[src/rtl/quad_decoder.sv]
// Rotary encoder front end: two-flop sync and debounce on cha/chb/sw, x4 quadrature
// decode with detent accumulation, wrapping position count, press pulse and error flag.
module quad_decoder #(
  parameter int unsigned BOUNCE_LIMIT     = 100000,
  parameter int unsigned STEPS_PER_DETENT = 4,
  parameter int unsigned POS_WIDTH        = 8
) (
  input  logic                 clk,
  input  logic                 rst_n,
  input  logic                 cha_i,
  input  logic                 chb_i,
  input  logic                 sw_i,
  output logic                 step_o,
  output logic                 dir_o,
  output logic [POS_WIDTH-1:0] position_o,
  output logic                 press_o,
  output logic                 sw_level_o,
  output logic                 err_o
);

  localparam int unsigned NCH    = 3;
  localparam int unsigned IDX_B  = 0;
  localparam int unsigned IDX_A  = 1;
  localparam int unsigned IDX_SW = 2;
  localparam int unsigned CNT_W  = (BOUNCE_LIMIT > 1) ? $clog2(BOUNCE_LIMIT) : 1;
  localparam int unsigned ACC_W  = 3;

  localparam logic [CNT_W-1:0] CNT_MAX = CNT_W'(BOUNCE_LIMIT - 1);
  localparam int               ACC_LIM = int'(STEPS_PER_DETENT) - 1;
  // acc is compared one transition early so +STEPS never has to be stored in 3 bits
  localparam logic signed [ACC_W-1:0] ACC_TOP = ACC_W'(ACC_LIM);
  localparam logic signed [ACC_W-1:0] ACC_BOT = ACC_W'(-ACC_LIM);

  logic [NCH-1:0] raw;
  logic [NCH-1:0] sync1_q, sync2_q;
  logic [NCH-1:0] filt_q, filt_d;
  logic [NCH-1:0][CNT_W-1:0] cnt_q, cnt_d;

  logic [1:0]                 prev_q;
  logic [1:0]                 cur_ab;
  logic                       sw_prev_q;
  logic signed [ACC_W-1:0]    acc_q, acc_d;
  logic                       step_q, step_d;
  logic                       dir_q, dir_d;
  logic [POS_WIDTH-1:0]       pos_q, pos_d;
  logic                       press_q, press_d;
  logic                       err_q, err_d;
  logic                       cw, ccw, both, rise;

  assign raw = {sw_i, cha_i, chb_i};

  // Metastability synchronizers
  always_ff @(posedge clk or negedge rst_n) begin
    if (!rst_n) begin
      sync1_q <= '0;
      sync2_q <= '0;
    end else begin
      sync1_q <= raw;
      sync2_q <= sync1_q;
    end
  end

  // Per-input debounce: accept a new level after BOUNCE_LIMIT consecutive differing cycles
  always_comb begin
    filt_d = filt_q;
    cnt_d  = cnt_q;
    for (int i = 0; i < int'(NCH); i++) begin
      if (sync2_q[i] == filt_q[i]) begin
        cnt_d[i] = '0;
      end else if (cnt_q[i] == CNT_MAX) begin
        filt_d[i] = sync2_q[i];
        cnt_d[i]  = '0;
      end else begin
        cnt_d[i] = cnt_q[i] + CNT_W'(1);
      end
    end
  end

  always_ff @(posedge clk or negedge rst_n) begin
    if (!rst_n) begin
      filt_q <= '0;
      cnt_q  <= '0;
    end else begin
      filt_q <= filt_d;
      cnt_q  <= cnt_d;
    end
  end

  assign cur_ab = {filt_q[IDX_A], filt_q[IDX_B]};
  assign both   = (cur_ab ^ prev_q) == 2'b11;
  assign rise   = filt_q[IDX_SW] & ~sw_prev_q;

  // Gray-code transition classification on {A,B}
  always_comb begin
    cw  = 1'b0;
    ccw = 1'b0;
    case ({prev_q, cur_ab})
      4'b0001, 4'b0111, 4'b1110, 4'b1000: cw  = 1'b1;
      4'b0010, 4'b1011, 4'b1101, 4'b0100: ccw = 1'b1;
      default: ;
    endcase
  end

  // Detent accumulation; a press overrides a simultaneous step
  always_comb begin
    acc_d   = acc_q;
    step_d  = 1'b0;
    dir_d   = dir_q;
    pos_d   = pos_q;
    press_d = rise;
    err_d   = both;
    if (both) begin
      acc_d = '0;
    end else if (cw) begin
      if (acc_q == ACC_TOP) begin
        acc_d  = '0;
        step_d = 1'b1;
        dir_d  = 1'b1;
        pos_d  = pos_q + POS_WIDTH'(1);
      end else begin
        acc_d = acc_q + 3'sd1;
      end
    end else if (ccw) begin
      if (acc_q == ACC_BOT) begin
        acc_d  = '0;
        step_d = 1'b1;
        dir_d  = 1'b0;
        pos_d  = pos_q - POS_WIDTH'(1);
      end else begin
        acc_d = acc_q - 3'sd1;
      end
    end
    if (rise) begin
      acc_d  = '0;
      step_d = 1'b0;
      dir_d  = dir_q;
      pos_d  = '0;
    end
  end

  always_ff @(posedge clk or negedge rst_n) begin
    if (!rst_n) begin
      prev_q    <= 2'b00;
      sw_prev_q <= 1'b0;
      acc_q     <= '0;
      step_q    <= 1'b0;
      dir_q     <= 1'b0;
      pos_q     <= '0;
      press_q   <= 1'b0;
      err_q     <= 1'b0;
    end else begin
      prev_q    <= cur_ab;
      sw_prev_q <= filt_q[IDX_SW];
      acc_q     <= acc_d;
      step_q    <= step_d;
      dir_q     <= dir_d;
      pos_q     <= pos_d;
      press_q   <= press_d;
      err_q     <= err_d;
    end
  end

  assign step_o     = step_q;
  assign dir_o      = dir_q;
  assign position_o = pos_q;
  assign press_o    = press_q;
  assign sw_level_o = filt_q[IDX_SW];
  assign err_o      = err_q;

endmodule
[config.mk]
export PLATFORM = sky130hd
export DESIGN_NAME = quad_decoder
export DESIGN_NICKNAME = d
export VERILOG_FILES = /design/src/rtl/quad_decoder.sv
export SDC_FILE = /design/constraint.sdc
export NUM_CORES = 1
export LEC_CHECK = 0
export CORE_MARGIN = 8
export CORE_UTILIZATION = 30
export CTS_BUF_LIST = sky130_fd_sc_hd__clkbuf_16
export DETAILED_ROUTE_END_ITERATION = 7
export GPL_ROUTABILITY_DRIVEN = 0
export PLACE_DENSITY = 0.51
export SYNTH_ARGS = -nofsm -noshare
export SYNTH_HDL_FRONTEND = slang
export SYNTH_SLANG_ARGS = --single-unit
[constraint.sdc]
create_clock -name clk -period 7 [get_ports clk]
set_input_delay 1.05 -clock clk [delete_from_list [all_inputs] [get_ports clk]]
set_output_delay 1.05 -clock clk [all_outputs]
set_load 0.01 [all_outputs]
======== After elaboration in Yosys (flattened, before gate mapping) ========
Index checks and enable logic that the tools add are counted.
storage, ports and cells
  register bits ........................... 78
  bits of input ports ..................... 5
  output and inout port bits .............. 13
  logic and storage cells ................. 93
cells by class
  add/subtract/negate cells ............... 7
  eq/ne operators ......................... 20
  mux-type cells .......................... 30
  bitwise operators ....................... 8
  reduce and logical (&&, ||, !) cells .... 12
operators with widths
  kind                                                   count
  2-to-1 mux 17 bit                                      6
  adder 17 x 1 -> 17 bit, second input constant          3
  == test 17 bit, second input constant                  3
  2-to-1 mux 8 bit                                       6
  2-to-1 mux 3 bit                                       6
  == test 4 bit, second input constant                   4
  2-to-1 mux 1 bit                                       12
  adder 8 x 1 -> 8 bit, second input constant            1
  == test 4 x 3 -> 1 bit, second input constant          2
  OR reduction 4 bit                                     2
  subtractor 8 x 1 -> 8 bit, second input constant       1
  == test 3 bit, second input constant                   2
  inverter 1 bit                                         6
  AND reduction 2 bit                                    3
  nonzero test 3 bit                                     2
  AND reduction 5 bit                                    1
  == test 4 x 1 -> 1 bit, second input constant          1
  == test 4 x 2 -> 1 bit, second input constant          1
  AND reduction 4 bit                                    1
  nonzero test 2 bit                                     2
  nonzero test 4 bit                                     1
  adder 3 x 2 -> 3 bit, second input constant            1
  == test 1 bit                                          3
  inequality test 3 x 2 -> 1 bit, second input constant  1
  other kinds (6)                                        6

======== Longest topological paths before layout ========
  depth in word-level cells ............... 7
  mapped depth ............................ 9
  gate-level depth less buffers ........... 9

======== Worst setup path before layout ========
No wires, ideal clock.
  path type ............................... reg-to-reg
  from .................................... register filt_q[1]
  to ...................................... register pos_q[7], in the netlist position_o[7]
  arrival ................................. 2.296 ns
  data required time ...................... 6.874 ns
  slack ................................... 4.578 ns
  cell stages (with the launch flop) ...... 9
  period minus slack after synthesis ...... 2.422 ns
  path through ............................ dfrtp_1 > xnor2_1 > and2_1 > inv_1 > ha_1 > a2111o_1 > a21oi_1 > nor4_1 > a311o_1
between the ends
  word-level cells in the longest chain between the ends .. 6
  elaborated cells between the ends (all ways) .. 22
  those cells by class .................... eq/ne: 11; mux: 5; bitwise: 1; reduce/logical: 5
RTL lines
  item                                            line  RTL
  from (decl)                                     36    logic [NCH-1:0] filt_q, filt_d;
  from (signal assigned)                          84    filt_q <= filt_d;
  == test 4 x 1 -> 1 bit (tied with other cells)  97    case ({prev_q, cur_ab})
  OR reduction 4 bit                              97
  2-to-1 mux 1 bit                                97
  2-to-1 mux 8 bit                                114   end else if (cw) begin
  2-to-1 mux 8 bit                                112   if (both) begin
  2-to-1 mux 8 bit                                133   if (rise) begin
  to (signal assigned)                            157   pos_q <= pos_d;
  to (decl)                                       45    logic [POS_WIDTH-1:0] pos_q, pos_d;
Several ways; a longest one is shown, not always the timed one. The select of a mux whose other input is x is not followed.
A chain may end at the register's enable or synchronous reset.

======== Worst setup path in the final report ========
Same ends and word-level chain as after synthesis.

==> results.sh <==
export IMPL_status="finished clean"
export IMPL_irDropWorstVdd_mv=0.108
export IMPL_drtPass1Iterations=4
export IMPL_netlist_area_um2=3800
export IMPL_post_dp_cell_area_um2=4140
export IMPL_numCtsBuffers=9
export IMPL_swShare_pct=21.5
export IMPL_num_vias=2604
export IMPL_p_total_uw=989
export IMPL_drt_initial_drc_count=147
export IMPL_final_hold_violation_count=0
export IMPL_route_layer_met1_wl_um=3420
export IMPL_ant_nets=0
export IMPL_setup_ws_ns=4.33
export IMPL_yosys_warnings=0
export IMPL_areaGrowthSynthToFinish_pct=17.5
export IMPL_h_tree_depth=3
export IMPL_worstPathMaxFanout=9
export IMPL_critPathRequiredTime_ns=7.22
export IMPL_root_buffer="clkbuf_16"
export IMPL_wl_um=6880
export IMPL_insertion_delay_ns=0.34
export IMPL_slew_headroom_pct=34.7
export IMPL_grt_max_degree=79
export IMPL_gr_total_overflow=0
export IMPL_die_h_um=129
export IMPL_fin_nets=409
export IMPL_r2r_end="position_o[7]$_DFFE_PN0P_"
export IMPL_clkPwrFrac_pct=50.8
export IMPL_routed_via_density=4.58
export IMPL_clockBufferDepth=2
export IMPL_finalClockSkew_ns=0.00564
export IMPL_rsz0062_at_grt="no"
export IMPL_power_density_nw_per_um2=222
export IMPL_synth_edf_count=0
export IMPL_static_leakage_power_uw=0.00194
export IMPL_async_flop_share_pct=100
export IMPL_switching_power_uw=212
export IMPL_cts_tree="built"
export IMPL_synth_nets=389
export IMPL_route_met2_wl_um=3000
export IMPL_routed_top_layer="met4"
export IMPL_drv_cap=0
export IMPL_synthesis_instances=371
export IMPL_start_kind="flop"
export IMPL_min_delay_start="sync1_q[1]$_DFF_PN0_"
export IMPL_worst_hold_slack_ns=0.348
export IMPL_yosysSeqAreaShare_pct=51.4
export IMPL_die_w_um=129
export IMPL_diodes=0
export IMPL_routedWlPerCell_um=12.1
export IMPL_comb_power_share_pct=2.4
export IMPL_die_area_um2=16500
export IMPL_ff2ff_path_depth=8
export IMPL_drc=0
export IMPL_p_seq_share_pct=46.7
export IMPL_dp_hpwl_um=4580
export IMPL_io_buffer_count=17
export IMPL_r2r_setup_slack_ns=4.33
export IMPL_fill_cells=1279
export IMPL_max_freq_mhz=374
export IMPL_hold_class="flop to flop"
export IMPL_ys_seq_elements=78
export IMPL_cellInternalPower_uw=777
export IMPL_stdcell_area_um2=4460
export IMPL_endpoint_kind="flop"
export IMPL_cts_setup_buffers=0
export IMPL_fp_coreArea_um2=12500
export IMPL_r2r_start="filt_q[1]$_DFFE_PN0P_"
export IMPL_path_class="flop to flop"
export IMPL_arrival_ns=2.89
export IMPL_holdBufCountCts=0
export IMPL_grt_pass1_wl_um=12400
export IMPL_ios=18
export IMPL_grt_total_usage_pct=9.24
export IMPL_slew_violations=0
export IMPL_grt_pass1_vias=2673
export IMPL_synth_distinct_cells=45
export IMPL_clock_sink_count=78
export IMPL_start_util_pct=30.4
export IMPL_synth_flop_cell="dfrtp_1"
export IMPL_final_setup_tns_ns=0
export IMPL_finalCritPeriodShare_pct=38.2
export IMPL_post_place_ws_ns=4.31
export IMPL_antenna_found_initial=0
export IMPL_drive_gt1_share_pct=6.57
export IMPL_clk_pin_slew_ns=0.06
export IMPL_std_cell_rows=41
export IMPL_finalSetupViolCount=0
export IMPL_min_delay_path_depth=0
export IMPL_worst_slew_pin_slew_ns=0.980
export IMPL_dr_wl_met3_um=357
export IMPL_min_to="sync2_q[1]$_DFF_PN0_"
export IMPL_fin_crit_ns=2.67
export IMPL_cts_resized=0
export IMPL_syn_area_per_cell_um2=10.2
Yosys cell counts, drive strengths merged (2+ instances only):
| library cell | number | area (µm²) |
|---|---|---|
| ha | 12 | 150 |
| mux2i | 2 | 20.0 |
| nand3 | 21 | 105 |
| xnor2 | 28 | 245 |
| or2 | 4 | 27.5 |
| a21o | 3 | 22.5 |
| clkbuf | 3 | 11.3 |
| buf | 5 | 31.3 |
| o21ai | 7 | 35.0 |
| nand2 | 25 | 93.8 |
| nand4 | 9 | 56.3 |
| nor3 | 6 | 30.0 |
| and3 | 3 | 18.8 |
| nor4 | 9 | 56.3 |
| nor4b | 2 | 17.5 |
| xor2 | 30 | 263 |
| and4 | 7 | 61.3 |
| mux2 | 4 | 48.8 |
| and2 | 3 | 21.3 |
| dfrtp | 78 | 1950 |
| inv | 12 | 45.0 |
| nor2 | 68 | 255 |
| a21oi | 9 | 45.0 |
| nand2b | 3 | 18.8 |
| a211oi | 2 | 15.0 |
metrics by stage:
stage | instances | util [%]
after floorplan | 371 | -
after global routing | 568 | 35.7
final | 568 | 35.7
after detailed placement | 552 | 33.1
after global placement | 552 | 33.1
after CTS | 568 | 35.7
metal layers:
| metal | GRT usage, % | vias up |
|---|---|---|
| li1 | - | 1302 |
| met1 | 11.8 | 1256 |
| met2 | 13.9 | 36 |
| met3 | 3.39 | 10 |
| met4 | 3.73 | 0 |
| met5 | 0 | - |
worst max-delay path, cell delays in order (launching register included):
cell and delay, ns:
dfrtp_1 0.45, xnor2_1 0.31, and2_1 0.25, inv_1 0.18
ha_1 0.39, a2111o_1 0.42, a21oi_1 0.17, nor4_1 0.08
a311o_1 0.32
cell families (layout without fill, tap and decap cells):
group	count (synthesis)	count (layout)	share of synthesized area (%)
fa+ha+maj	13	13	4.48
buf+inv	20	45	2.30
xor+xnor	58	58	13.4
mux	6	6	1.81
simple gates	167	167	21.7
compound gates	29	29	4.97
flops	78	78	51.4
registers in the layout, indices dropped and copies added, names as in the netlist:
register and flops:
position_o 8, sync2_q 3, err_o 1, step_o 1, press_o 1, acc_q 3, cnt_q 51, dir_o 1
filt_q 3, prev_q 2, sync1_q 3, sw_prev_q 1
power groups by stage:
stage | logic, µW | clock network [µW] | registers (µW)
6_report | 24.1 | 503 | 462
5_1_grt | 29.4 | 543 | 463
4_1_cts | 25.7 | 522 | 462
3_5_place_dp | 25.5 | 0 | 470
3_3_place_gp | 25.3 | 0 | 470
2_1_floorplan | 12.3 | 0 | 469
cell type report:
| cell class | instances | area [µm²] | share of cell area [%] |
|---|---|---|---|
| clock buffers | 9 | 225 | 5.05 |
| well taps | 172 | 215 | 4.82 |
| clock inverters | 7 | 97.6 | 2.19 |
| flip-flops and latches | 78 | 1950 | 43.7 |
| multi-input cells | 273 | 1760 | 39.4 |
| inverters | 12 | 45.0 | 1.01 |
| repair buffers | 17 | 168 | 3.76 |
worst max path at each step:
stage,from,end,slack [ns],cells past startpoint
floorplan,filt_q[1]$_DFFE_PN0P_,position_o[7]$_DFFE_PN0P_,4.58,8
finish,filt_q[1]$_DFFE_PN0P_,position_o[7]$_DFFE_PN0P_,4.33,8
global route,filt_q[1]$_DFFE_PN0P_,position_o[7]$_DFFE_PN0P_,4.12,8
CTS,filt_q[1]$_DFFE_PN0P_,position_o[7]$_DFFE_PN0P_,4.31,8
detailed placement,filt_q[1]$_DFFE_PN0P_,position_o[7]$_DFFE_PN0P_,4.31,8
global placement,filt_q[1]$_DFFE_PN0P_,position_o[7]$_DFFE_PN0P_,4.43,8
cells in the final DEF, fill, tap and decap left out, types with 3 or more instances in the layout:
master / n
and4_1: 7
xnor2_1: 28
a21o_1: 3
a21oi_1: 9
xor2_1: 30
nand2_1: 25
dfrtp_1: 78
nand3_1: 21
nand2b_1: 3
or2_2: 3
nor4_1: 9
clkdlybuf4s50_1: 16
ha_1: 12
mux2_2: 3
nand4_1: 9
and3_1: 3
nor3_1: 6
nor2_1: 68
o21ai_0: 7
clkbuf_16: 9
inv_1: 12
Note: power is estimated with default switching activity, not from simulation.
